==> src/rtl/shift_add_multiplier_if.sv <==
// Operand/result bundle for the sequential shift-and-add multiplier.
// The master drives start/abort and operands; the slave (the multiplier)
// returns busy/done status and the registered product with its flags.
interface shift_add_multiplier_if #(
    parameter int SIZE = 64
);
    logic                  i_start;
    logic                  i_abort;
    logic [SIZE-1:0]       i_A;
    logic [SIZE-1:0]       i_B;
    logic                  o_busy;
    logic                  o_done;
    logic [2*SIZE-1:0]     o_product;
    logic                  o_msb;
    logic                  o_zero;

    modport master (
        output i_start,
        output i_abort,
        output i_A,
        output i_B,
        input  o_busy,
        input  o_done,
        input  o_product,
        input  o_msb,
        input  o_zero
    );

    modport slave (
        input  i_start,
        input  i_abort,
        input  i_A,
        input  i_B,
        output o_busy,
        output o_done,
        output o_product,
        output o_msb,
        output o_zero
    );
endinterface

==> src/rtl/shift_add_multiplier.sv <==
// Sequential unsigned shift-and-add mantissa multiplier.
// One multiplier bit is consumed per clock in RUN; the 2*SIZE-bit product is
// registered on entry to DONE, which lasts one cycle and raises o_done.
// Optional build macro SHIFT_ADD_MULT_EARLY_TERM_EN: leave RUN as soon as the
// unprocessed multiplier bits are all zero and apply the outstanding right
// shift in a single step when loading the product (result is unchanged).
module shift_add_multiplier #(
    parameter int SIZE = 64
) (
    input  logic                   i_clk,
    input  logic                   i_rst_n,
    shift_add_multiplier_if.slave  bus
);

    localparam int CW = $clog2(SIZE);

    typedef enum logic [1:0] {
        IDLE = 2'd0,
        RUN  = 2'd1,
        DONE = 2'd2
    } state_t;

    state_t              state_q, state_d;
    logic [SIZE-1:0]     a_q, a_d;
    logic [SIZE-1:0]     hi_q, hi_d;
    logic [SIZE-1:0]     lo_q, lo_d;
    logic [CW-1:0]       cnt_q, cnt_d;
    logic [2*SIZE-1:0]   product_q, product_d;

    // The carry of the working register lives in the top bit of sum; after
    // the right shift it lands in hi and the stored carry is always zero,
    // so it needs no flop of its own.
    logic [SIZE:0]       sum;
    logic [SIZE-1:0]     hi_shift;
    logic [SIZE-1:0]     lo_shift;
    logic                last_iter;
    logic [2*SIZE-1:0]   done_product;

`ifdef SHIFT_ADD_MULT_EARLY_TERM_EN
    // Copy of the multiplier bits not yet consumed; lets the exit test look
    // at the remaining bits without masking the mixed product/multiplier lo.
    logic [SIZE-1:0]     b_rem_q, b_rem_d;
    logic [CW-1:0]       shamt;
`endif

    // One shift-and-add step plus the RUN exit condition and DONE load value
    always_comb begin
        sum      = {1'b0, hi_q} + (lo_q[0] ? {1'b0, a_q} : {(SIZE+1){1'b0}});
        hi_shift = sum[SIZE:1];
        lo_shift = {sum[0], lo_q[SIZE-1:1]};
`ifdef SHIFT_ADD_MULT_EARLY_TERM_EN
        // Remaining multiplier bits after this iteration are b_rem_q >> 1;
        // the product still needs SIZE-1-cnt more right shifts.
        last_iter    = (b_rem_q[SIZE-1:1] == '0);
        shamt        = CW'(SIZE - 1) - cnt_q;
        done_product = {hi_shift, lo_shift} >> shamt;
`else
        last_iter    = (cnt_q == CW'(SIZE - 1));
        done_product = {hi_shift, lo_shift};
`endif
    end

    // Next-state and datapath register loads; abort always wins over start
    always_comb begin
        state_d   = state_q;
        a_d       = a_q;
        hi_d      = hi_q;
        lo_d      = lo_q;
        cnt_d     = cnt_q;
        product_d = product_q;
`ifdef SHIFT_ADD_MULT_EARLY_TERM_EN
        b_rem_d   = b_rem_q;
`endif
        case (state_q)
            IDLE, DONE: begin
                if (bus.i_abort) begin
                    state_d = IDLE;
                end else if (bus.i_start) begin
                    state_d = RUN;
                    a_d     = bus.i_A;
                    hi_d    = '0;
                    lo_d    = bus.i_B;
                    cnt_d   = '0;
`ifdef SHIFT_ADD_MULT_EARLY_TERM_EN
                    b_rem_d = bus.i_B;
`endif
                end else begin
                    state_d = IDLE;
                end
            end
            RUN: begin
                if (bus.i_abort) begin
                    // Operation dropped; the last completed product stays
                    state_d = IDLE;
                end else begin
                    hi_d  = hi_shift;
                    lo_d  = lo_shift;
                    cnt_d = cnt_q + CW'(1);
`ifdef SHIFT_ADD_MULT_EARLY_TERM_EN
                    b_rem_d = b_rem_q >> 1;
`endif
                    if (last_iter) begin
                        state_d   = DONE;
                        product_d = done_product;
                    end
                end
            end
            default: begin
                state_d = IDLE;
            end
        endcase
    end

    // State and datapath registers with asynchronous active-low clear
    always_ff @(posedge i_clk or negedge i_rst_n) begin
        if (!i_rst_n) begin
            state_q   <= IDLE;
            a_q       <= '0;
            hi_q      <= '0;
            lo_q      <= '0;
            cnt_q     <= '0;
            product_q <= '0;
`ifdef SHIFT_ADD_MULT_EARLY_TERM_EN
            b_rem_q   <= '0;
`endif
        end else begin
            state_q   <= state_d;
            a_q       <= a_d;
            hi_q      <= hi_d;
            lo_q      <= lo_d;
            cnt_q     <= cnt_d;
            product_q <= product_d;
`ifdef SHIFT_ADD_MULT_EARLY_TERM_EN
            b_rem_q   <= b_rem_d;
`endif
        end
    end

    assign bus.o_busy    = (state_q == RUN);
    assign bus.o_done    = (state_q == DONE);
    assign bus.o_product = product_q;
    assign bus.o_msb     = product_q[2*SIZE-1];
    assign bus.o_zero    = (product_q == '0);

endmodule

==> src/flat_wrapper.sv <==
// flat-port wrapper written by rule: the top's interface ports become plain ports
module shift_add_multiplier_flat 
#(
    parameter int SIZE = 64
)
  (i_clk, i_rst_n, bus_i_start, bus_i_abort, bus_i_A, bus_i_B, bus_o_busy, bus_o_done, bus_o_product, bus_o_msb, bus_o_zero);
  shift_add_multiplier_if #(.SIZE(SIZE)) bus_i ();
  input  logic i_clk;
  input  logic i_rst_n;
  input wire logic [$bits(bus_i.i_start)-1:0] bus_i_start;
  input wire logic [$bits(bus_i.i_abort)-1:0] bus_i_abort;
  input wire logic [$bits(bus_i.i_A)-1:0] bus_i_A;
  input wire logic [$bits(bus_i.i_B)-1:0] bus_i_B;
  output wire logic [$bits(bus_i.o_busy)-1:0] bus_o_busy;
  output wire logic [$bits(bus_i.o_done)-1:0] bus_o_done;
  output wire logic [$bits(bus_i.o_product)-1:0] bus_o_product;
  output wire logic [$bits(bus_i.o_msb)-1:0] bus_o_msb;
  output wire logic [$bits(bus_i.o_zero)-1:0] bus_o_zero;
  assign bus_i.i_start = bus_i_start;
  assign bus_i.i_abort = bus_i_abort;
  assign bus_i.i_A = bus_i_A;
  assign bus_i.i_B = bus_i_B;
  assign bus_o_busy = bus_i.o_busy;
  assign bus_o_done = bus_i.o_done;
  assign bus_o_product = bus_i.o_product;
  assign bus_o_msb = bus_i.o_msb;
  assign bus_o_zero = bus_i.o_zero;
  shift_add_multiplier #(.SIZE(SIZE)) u_core (.i_clk(i_clk), .i_rst_n(i_rst_n), .bus(bus_i));
endmodule
==> config.mk <==
export PLATFORM = sky130hd
export DESIGN_NAME = shift_add_multiplier_flat
export DESIGN_NICKNAME = d
export VERILOG_FILES = /design/src/rtl/shift_add_multiplier_if.sv /design/src/rtl/shift_add_multiplier.sv /design/src/flat_wrapper.sv
export SDC_FILE = /design/constraint.sdc
export NUM_CORES = 1
export LEC_CHECK = 0
export BUFFER_PORTS_ARGS = -buffer_cell sky130_fd_sc_hd__buf_2
export CAP_MARGIN = 20
export CORE_MARGIN = 1
export CORE_UTILIZATION = 40
export CTS_BUF_LIST = sky130_fd_sc_hd__clkbuf_16
export CTS_CLUSTER_SIZE = 40
export DETAILED_ROUTE_END_ITERATION = 8
export GPL_TIMING_DRIVEN = 0
export PLACE_DENSITY_LB_ADDON = 0.15
export SYNTH_ARGS = -nofsm -noshare
export SYNTH_HDL_FRONTEND = slang
export SYNTH_SLANG_ARGS = --single-unit
==> constraint.sdc <==
create_clock -name i_clk -period 3.4 [get_ports i_clk]
set_clock_uncertainty 0.1 [all_clocks]
set_input_delay 0.68 -clock i_clk [delete_from_list [all_inputs] [get_ports i_clk]]
set_output_delay 0.68 -clock i_clk [all_outputs]
set_load 0.02 [all_outputs]
==> flow_summary.json, run 1 <==
{
  "grt_pass1_wl_um": 88600,
  "die_extent_in_x_um": 211,
  "place.detailed.instances": 2764,
  "worst_r2r_path_depth": 13,
  "seq_area_frac_synth": 0.470,
  "core_area_um2": 43100,
  "cts-root-buf": "sky130_fd_sc_hd__clkbuf_16",
  "total_placed_instance_area_um2": 19600,
  "report.power.total_mw": 16.2,
  "hold_viol": 0,
  "cts_htree_levels": 2,
  "min_period_over_period": 1.06,
  "fmax_ghz": 0.277,
  "hold_worst_slack_ns": 0.0425,
  "layout-area-overhead-vs-synth_pct": 28.6,
  "finalSetupViolations": 27,
  "min_period_ns": 3.61,
  "die_h_um": 211,
  "cts-hold-fix-buffers": 0,
  "number_of_warning_messages_in_the_yosys_log": 0,
  "wire_per_inst_um": 19.6,
  "grt_usage": 0.257,
  "worstReg2RegEnd": "u_core.bus.o_product[122]",
  "fp-row-count": 76,
  "critical_path.endpoint_type": "flip-flop",
  "postSynthNetCount": 2111,
  "cts_sinks": 328,
  "final_design_area_no_fill_um2": 22500,
  "met3WireLength_um": 3730,
  "r2r_setup_slack_ns": -0.21,
  "drc": 0,
  "vias_in_the_first_global_route": 15573,
  "failed_checks": "negative setup slack",
  "power_density_nw_per_um2": 722,
  "syn_area_um2": 17500,
  "numPortBuffers": 263,
  "netlist-cell-type-count": 74,
  "worstPathArrival_ns": 3.97,
  "holdCritPathClass": "in2async",
  "setup-tns-final_ns": -2.23,
  "synth-async-reset-ratio": 1.00,
  "drtAntennaViolNets": 0,
  "timing.slew.headroom": 0.407,
  "critPathKind": "reg2reg",
  "clock_latency_ns": 0.57,
  "dp.final_hpwl_um": 41500,
  "required_ns": 3.76,
  "vdd_ir_drop_max_uv": 377,
  "rsz0062_at_grt": "true",
  "worstMarginPinSlew_ns": 0.890,
  "syn-mean-instance-area_um2": 9.13,
  "crit_path_max_fanout": 5,
  "synthFlopType": "sky130_fd_sc_hd__dfrtp_1",
  "grt_antenna_before_repair": 8,
  "route.final.wire_length_um": 56700,
  "synthesis.instances": 1913,
  "power_leakage_nw": 10.9,
  "cts_tree": "yes",
  "cts_buffer_depth": 3,
  "postSynthRegisterBits": 328,
  "place.gp.congestion": 0.958,
  "detailedRoute.firstIterationViolations": 1054,
  "cts.reportedPaths.clkPinSlew_ns": 0.06,
  "reg2reg_from": "u_core.lo_q[0]",
  "met2_wirelength_um": 26500,
  "dr_vias": 15523,
  "cts_buffers": 39,
  "worst_setup_path_start_kind": "flip-flop",
  "result_of_the_run": "complete, but fails checks",
  "slew_viol_final": 0,
  "highest-signal-layer": "met5",
  "setup_ws_ns": -0.212,
  "grt_start_max_net_pins": 115,
  "drt-pass1-iter-count": 5,
  "synth_edf_count": 0,
  "initial_core_util": 0.406,
  "fin_cells": 2887,
  "timing.max_cap.violations": 0,
  "residual_overflow_from_global_routing": 0,
  "die_area_um2": 44500,
  "layout-drive-gt1-share": 0.285,
  "boundaryPins": 264,
  "route.detailed.vias_per_inst": 5.38,
  "route.layer.met1.wl_um": 24800,
  "nNetsFinal": 2469
}
worst max-delay path: stages, from the launching register on:
cell and delay, ns:
sky130_fd_sc_hd__dfrtp_2 0.43, sky130_fd_sc_hd__clkbuf_16 0.18, sky130_fd_sc_hd__clkbuf_16 0.16, sky130_fd_sc_hd__and2_4 0.14, sky130_fd_sc_hd__ha_4 0.28, sky130_fd_sc_hd__nand2_2 0.06
sky130_fd_sc_hd__or3_4 0.39, sky130_fd_sc_hd__a2111o_1 0.47, sky130_fd_sc_hd__a311oi_2 0.34, sky130_fd_sc_hd__nor3_4 0.09, sky130_fd_sc_hd__o31ai_4 0.28, sky130_fd_sc_hd__a31oi_4 0.14
sky130_fd_sc_hd__xnor2_2 0.16, sky130_fd_sc_hd__mux2_4 0.26
what timing repair did:
action,4_1_cts,5_1_grt
hold endpoints to repair,0,0
resized for setup,139,101
gates cloned,1,0
pin swaps,58,75
setup endpoints to repair,120,65
buffers inserted,45,23
area by class of cell:
cell class,count,area (um2)
timing repair buffer,328,1910
fill,4023,20600
buffer,104,576
tap,585,732
multi-input combinational,1453,9710
clock inverter,32,295
clock buffer,39,976
inverter,17,63.8
sequential,328,8210
antenna,1,2.50
stage by stage:
step / util / setup slack [ns]
floorplan: - / -0.0284
global placement: 0.453 / -4.99
detailed placement: 0.455 / -1.21
CTS: 0.508 / -0.223
global route: 0.522 / -0.295
finish: 0.522 / -0.212
logic make-up (layout without fill, tap and decap cells):
family                     after synthesis  after routing  synth area share
AOI/OAI and AO/OA                      392            392             0.150
xor gates and xnor gates                60             60            0.0305
adders and majority gates               66             66            0.0477
buffers and inverters                  132            520            0.0358
DFF                                    328            328             0.470
muxes                                   83             83            0.0533
other                                    0              1                 0
and+or+nand+nor                        852            852             0.213
cell usage in the layout (no fill, tap or decap), drive strengths merged, types with 7 or more instances in the layout:
cell type / Yosys / final
nor3: 17 / 17
xnor2: 34 / 34
o21ai: 78 / 78
a31oi: 75 / 75
nand4: 39 / 39
o21a: 21 / 21
buf: 17 / 347
inv: 17 / 19
nor4: 34 / 34
nor2: 110 / 110
nand3: 20 / 20
o211ai: 9 / 9
ha: 65 / 65
clkinv: 0 / 22
nand2b: 8 / 8
xor2: 26 / 26
mux2: 80 / 80
o31ai: 7 / 7
nand2: 528 / 528
a21o: 18 / 18
o21bai: 11 / 11
clkbuf: 98 / 124
and2: 67 / 67
a21oi: 87 / 87
dfrtp: 328 / 328
and3: 8 / 8
a22o: 46 / 46
Yosys cell counts, drive strengths merged (18+ instances only):
master  count  area [um2]
nand2     528        1990
dfrtp     328        8210
nor2      110         413
clkbuf     98         408
a21oi      87         439
mux2       80         901
o21ai      78         394
a31oi      75         475
and2       67         419
ha         65         813
a22o       46         403
nand4      39         244
nor4       34         213
xnor2      34         305
xor2       26         228
o21a       21         158
nand3      20         100
a21o       18         136
sequential cells by signal, indices dropped and copies added (netlist names):
name	count
u_core.cnt_q	6
u_core.bus.o_product	128
u_core.lo_q	64
u_core.a_q	64
u_core.state_q	2
u_core.hi_q	64
per-layer routing:
layer | vias up | GRT usage
met5 | - | 0
met2 | 432 | 0.419
met3 | 104 | 0.0549
met4 | 14 | 0.0795
met1 | 7594 | 0.340
li1 | 7379 | -
how the worst max path moves through the flow:
| stage | end | start | slack, ns |
|---|---|---|---|
| 2_1_floorplan | u_core.bus.o_product[110] | u_core.lo_q[0] | -0.03 |
| 3_3_place_gp | u_core.lo_q[29] | i_rst_n | -4.99 |
| 3_5_place_dp | u_core.bus.o_product[124] | u_core.lo_q[0] | -1.21 |
| 4_1_cts | u_core.bus.o_product[110] | u_core.lo_q[0] | -0.22 |
| 5_1_grt | u_core.bus.o_product[110] | u_core.lo_q[0] | -0.29 |
| 6_report | u_core.bus.o_product[122] | u_core.lo_q[0] | -0.21 |
power breakdown:
group          total [mW]  leakage, nW  switching, mW  internal, mW
clock network        4.21        0.622           1.74          2.47
logic                6.86         6.08           3.82          3.04
registers            5.15         4.21          0.531          4.62
Note: power is estimated with default switching activity, not from simulation.
==> run 2: changes to the inputs <==
--- a/config.mk
+++ b/config.mk
@@ -13,7 +13,6 @@
 export CTS_CLUSTER_SIZE = 40
 export DETAILED_ROUTE_END_ITERATION = 8
 export GPL_TIMING_DRIVEN = 0
-export PLACE_DENSITY_LB_ADDON = 0.15
 export SYNTH_ARGS = -nofsm -noshare
 export SYNTH_HDL_FRONTEND = slang
 export SYNTH_SLANG_ARGS = --single-unit
==> flow_summary.json, run 2 (synthesis results as in run 1) <==
{
  "die_h_um": 211,
  "residual_overflow_from_global_routing": 0,
  "slew_viol_final": 0,
  "worst_r2r_path_depth": 14,
  "worstMarginPinSlew_ns": 0.859,
  "setup_ws_ns": -0.205,
  "grt_antenna_before_repair": 6,
  "cts.reportedPaths.clkPinSlew_ns": 0.06,
  "boundaryPins": 264,
  "report.power.total_mw": 16.5,
  "timing.critical_path.buf_inv": 2,
  "filler_cell_count": 3981,
  "min_period_ns": 3.61,
  "cts_buffer_depth": 3,
  "path_depth": 14,
  "grt_start_max_net_pins": 117,
  "most-common-layout-cells": "sky130_fd_sc_hd__nand2_1, sky130_fd_sc_hd__dfrtp_1, sky130_fd_sc_hd__buf_2, sky130_fd_sc_hd__nor2_1, sky130_fd_sc_hd__clkbuf_1",
  "layout-area-overhead-vs-synth_pct": 30.2,
  "numPortBuffers": 263,
  "cp_slowest_cell": "sky130_fd_sc_hd__dfrtp_2",
  "critical_path.endpoint_type": "flip-flop",
  "worstPathArrival_ns": 3.95,
  "cts-root-buf": "sky130_fd_sc_hd__clkbuf_16",
  "cts_htree_levels": 2,
  "final_common_cell": "sky130_fd_sc_hd__nand2_1",
  "vdd_ir_drop_max_uv": 387,
  "setup-tns-final_ns": -2.23,
  "finalCoreUtilization": 0.528,
  "finalSetupViolations": 29,
  "core_area_um2": 43100,
  "route.layer.met1.wl_um": 25000,
  "dp.final_hpwl_um": 41900,
  "drt-pass1-iter-count": 5,
  "required_ns": 3.75,
  "hold_viol": 0,
  "vias_in_the_first_global_route": 15766,
  "route.final.wire_length_um": 57200,
  "wire_per_inst_um": 19.7,
  "met3WireLength_um": 3810,
  "ff_latch_area_um2": 8210,
  "cts_sinks": 328,
  "cts_buffers": 39,
  "worstSetupStartpoint": "u_core.lo_q[0]",
  "reg2reg_from": "u_core.lo_q[0]",
  "power_density_nw_per_um2": 724,
  "r2r_setup_slack_ns": -0.21,
  "endpoint": "u_core.bus.o_product[121]",
  "grt_pass1_wl_um": 88500,
  "clock_latency_ns": 0.57,
  "result_of_the_run": "complete, but fails checks",
  "drtAntennaViolNets": 0,
  "critPathMaxStageDelay_ns": 0.44,
  "die_extent_in_x_um": 211,
  "largest_register_ffs": 128,
  "route.detailed.vias_per_inst": 5.40,
  "grt_usage": 0.256,
  "dr_vias": 15714,
  "power_leakage_nw": 11.1,
  "hold_worst_slack_ns": 0.236,
  "detailedRoute.firstIterationViolations": 1079,
  "place.gp.congestion": 0.921,
  "highest-signal-layer": "met5",
  "initial_core_util": 0.406,
  "layout-drive-gt1-share": 0.291,
  "min_period_over_period": 1.06,
  "timing.max_cap.violations": 0,
  "met2_wirelength_um": 26800,
  "drc": 0,
  "fp-row-count": 76,
  "holdCritPathClass": "in2reg",
  "failed_checks": "negative setup slack",
  "fmax_ghz": 0.277,
  "worstReg2RegEnd": "u_core.bus.o_product[121]",
  "worst_setup_path_start_kind": "flip-flop",
  "timing.critical_path.max_delay_family": "compound AO/OA/AOI/OAI gates",
  "path_cells": "clkbuf_16 > and2_4 > ha_4 > fa_2 > a21o_1 > a221oi_4 > o21bai_1 > a21bo_1 > o2111a_2 > o211ai_1 > buf_4 > o21ai_2 > xor2_1 > mux2_4",
  "nNetsFinal": 2488,
  "timing.slew.headroom": 0.427,
  "cts_tree": "yes",
  "multi_input_comb_area_um2": 9720,
  "crit_path_max_fanout": 6,
  "critPathKind": "reg2reg",
  "rsz0062_at_grt": "true",
  "die_area_um2": 44500
}
[run 2: changes by cell type in the layout (fill, tap and decap cells not counted), moves of 3 or more]
cell and change:
sky130_fd_sc_hd__buf_4 +12, sky130_fd_sc_hd__clkinv_1 -9, sky130_fd_sc_hd__ha_2 -5, sky130_fd_sc_hd__clkbuf_8 +4, sky130_fd_sc_hd__clkinv_2 +4, sky130_fd_sc_hd__inv_6 +4, sky130_fd_sc_hd__nor4_1 -4, sky130_fd_sc_hd__o21ai_0 -4
sky130_fd_sc_hd__o21ai_1 +4, sky130_fd_sc_hd__ha_1 +3, sky130_fd_sc_hd__nor4_2 +3, sky130_fd_sc_hd__xnor2_1 +3
[run 2: power by group]
part           total (mW)  switching (mW)  leakage (nW)  internal (mW)
clock network        4.34            1.82         0.652           2.52
logic                6.99            3.86          6.21           3.13
registers            5.15           0.534          4.21           4.62
total                16.5            6.21          11.1           10.3
[run 2: repair_timing]
item	4_1_cts	5_1_grt
setup endpoints to repair	123	70
hold endpoints to repair	43	0
resized for setup	157	86
setup buffers	44	33
gates cloned	3	0
pin swaps	63	56
hold buffers	1	0
[run 2: cell type report]
cell class	instances	area share
Multi-Input combinational cell	1453	0.427
Sequential cell	328	0.361
Timing Repair Buffer	347	0.0928
Clock buffer	39	0.0429
Tap cell	585	0.0322
Buffer	104	0.0262
Clock inverter	33	0.0147
Inverter	17	0.00280
Antenna cell	3	0.000330
[run 2: worst min-delay path by stage]
stage | slack, ns | from | to | cells after the start
3_5_place_dp | 0.38 | u_core.lo_q[54] | u_core.bus.o_product[53] | 2
2_1_floorplan | 0.28 | i_rst_n | u_core.a_q[0] | 0
4_1_cts | 0.21 | bus_i_A[0] | u_core.a_q[0] | 2
5_1_grt | 0.23 | bus_i_A[10] | u_core.a_q[10] | 2
3_3_place_gp | 0.37 | u_core.hi_q[51] | u_core.hi_q[51] | 2
6_report | 0.24 | bus_i_A[24] | u_core.a_q[24] | 2
[run 2: routing by layer]
metal	up-vias	GRT usage
met1	7710	0.338
met2	462	0.420
met3	108	0.0561
li1	7424	-
met4	10	0.0772
met5	-	0
[run 2: per-stage QoR]
stage	area (um2)	std cells	setup WS, ns
floorplan	17500	1913	-0.0284
global placement	19500	2761	-4.95
detailed placement	19600	2765	-1.32
CTS	22100	2876	-0.228
global route	22700	2907	-0.290
finish	22800	2909	-0.205
==> run 3: changes to the inputs <==
--- a/config.mk
+++ b/config.mk
@@ -13,6 +13,7 @@
 export CTS_CLUSTER_SIZE = 40
 export DETAILED_ROUTE_END_ITERATION = 8
 export GPL_TIMING_DRIVEN = 0
+export REMOVE_ABC_BUFFERS = 1
 export SYNTH_ARGS = -nofsm -noshare
 export SYNTH_HDL_FRONTEND = slang
 export SYNTH_SLANG_ARGS = --single-unit
==> flow_summary.json, run 3 (synthesis results as in run 1) <==
{
  "result_of_the_run": "complete, but fails checks",
  "clock_latency_ns": 0.57,
  "layout-area-overhead-vs-synth_pct": 29.9,
  "failed_checks": "negative setup slack",
  "worstMarginPinSlew_ns": 0.861,
  "critPathMaxStageDelay_ns": 0.53,
  "finalCoreUtilization": 0.527,
  "route.final.wire_length_um": 54800,
  "drt-pass1-iter-count": 5,
  "grt_usage": 0.241,
  "final_design_area_no_fill_um2": 22700,
  "core_area_um2": 43100,
  "worst_setup_path_start_kind": "flip-flop",
  "largest_register_ffs": 128,
  "required_ns": 3.74,
  "rsz0062_at_grt": "true",
  "timing.max_cap.violations": 0,
  "grt_pass1_wl_um": 84100,
  "cts_buffers": 38,
  "fmax_ghz": 0.273,
  "cts_tree": "yes",
  "setup_ws_ns": -0.258,
  "die_h_um": 211,
  "setup-tns-final_ns": -3.33,
  "drc": 0,
  "cts_buffer_depth": 3,
  "cts_htree_levels": 2,
  "numPortBuffers": 263,
  "crit_path_max_fanout": 7,
  "path_cells": "buf_12 > and2_4 > ha_4 > nand2_2 > or3_4 > a2111o_1 > a311oi_4 > nor3_4 > o31ai_4 > a31oi_1 > xnor2_1 > mux2_2",
  "boundaryPins": 264,
  "worstSetupStartpoint": "u_core.lo_q[0]",
  "wire_per_inst_um": 19.4,
  "min_period_ns": 3.66,
  "critPathKind": "reg2reg",
  "worst_r2r_path_depth": 12,
  "reg2reg_from": "u_core.lo_q[0]",
  "min_to": "u_core.a_q[1]",
  "total_placed_instance_area_um2": 19400,
  "grt_antenna_before_repair": 14,
  "critical_path.endpoint_type": "flip-flop",
  "hold_depth": 2,
  "power_density_nw_per_um2": 716,
  "power_leakage_nw": 10.9,
  "holdCritPathClass": "in2reg",
  "fp-row-count": 76,
  "drtAntennaViolNets": 0,
  "hold_viol": 0,
  "finalSetupViolations": 34,
  "vdd_ir_drop_max_uv": 374,
  "initial_core_util": 0.406,
  "route.detailed.vias_per_inst": 5.46,
  "worstPathArrival_ns": 3.99,
  "grt_start_max_net_pins": 120,
  "die_area_um2": 44500,
  "timing.critical_path.max_delay_family": "compound AO/OA/AOI/OAI gates",
  "dr_vias": 15379,
  "nNetsFinal": 2398,
  "vias_in_the_first_global_route": 15087,
  "final_common_cell": "sky130_fd_sc_hd__nand2_1",
  "slew_viol_final": 0,
  "die_extent_in_x_um": 211,
  "dp.final_hpwl_um": 36900,
  "timing.slew.headroom": 0.424,
  "cts-root-buf": "sky130_fd_sc_hd__clkbuf_16",
  "report.power.total_mw": 16.2,
  "place.gp.congestion": 0.907,
  "timing.critical_path.buf_inv": 1,
  "worstReg2RegEnd": "u_core.bus.o_product[122]",
  "layout-drive-gt1-share": 0.310,
  "detailedRoute.firstIterationViolations": 912,
  "cts.reportedPaths.clkPinSlew_ns": 0.06,
  "cp_slowest_cell": "sky130_fd_sc_hd__dfrtp_4",
  "min_period_over_period": 1.08,
  "cts_sinks": 328,
  "most-common-layout-cells": "sky130_fd_sc_hd__nand2_1, sky130_fd_sc_hd__dfrtp_1, sky130_fd_sc_hd__buf_2, sky130_fd_sc_hd__nor2_1, sky130_fd_sc_hd__mux2_2",
  "residual_overflow_from_global_routing": 0,
  "r2r_setup_slack_ns": -0.26,
  "worstHoldStart": "bus_i_A[1]"
}
run 3: area by class of cell:
| type | instances | area, um2 |
|---|---|---|
| Antenna cell | 4 | 10.0 |
| Clock buffer | 38 | 951 |
| Sequential cell | 328 | 8210 |
| Multi-Input combinational cell | 1456 | 10000 |
| Clock inverter | 31 | 233 |
| Fill cell | 3891 | 20400 |
| Inverter | 17 | 88.8 |
| Tap cell | 585 | 732 |
| Timing Repair Buffer | 359 | 2430 |
run 3: how the worst max path moves through the flow:
stage / endpoint / depth (start not counted)
after CTS: u_core.bus.o_product[121] / 14
after global placement: u_core.hi_q[20] / 4
final: u_core.bus.o_product[122] / 12
after detailed placement: u_core.bus.o_product[120] / 8
after global routing: u_core.bus.o_product[122] / 14
after floorplan: u_core.hi_q[63] / 5
run 3: power by group:
| part | leakage [nW] | switching (mW) | internal (mW) | total (mW) |
|---|---|---|---|---|
| Clock | 0.586 | 1.77 | 2.21 | 3.98 |
| Sequential | 4.21 | 0.547 | 4.62 | 5.17 |
| Combinational | 6.11 | 3.91 | 3.18 | 7.09 |
| Total | 10.9 | 6.22 | 10.0 | 16.2 |
run 3: timing repair:
action                     CTS  global route
hold buffers                 1             0
hold endpoints to repair    21             0
setup endpoints to repair  239            66
pin swaps                   46            74
buffers inserted            44            34
cloned                       4             1
resized for setup          156           126
run 3: through the flow:
stage                     instances  hold slack [ns]  worst slack [ns]
final                          2818            0.240            -0.258
after global routing           2816            0.228            -0.303
after CTS                      2783            0.215            -0.225
after detailed placement       2665            0.381             -1.27
after global placement         2646            0.370            -17.19
after floorplan                1798            0.284             -6.93
run 3: layer usage:
| metal | GRT usage | routed length, um | vias up |
|---|---|---|---|
| li1 | - | - | 7240 |
| met1 | 0.321 | 24000 | 7530 |
| met2 | 0.387 | 25400 | 483 |
| met3 | 0.0584 | 3740 | 110 |
| met4 | 0.0762 | 1520 | 16 |
| met5 | 0 | 103 | - |
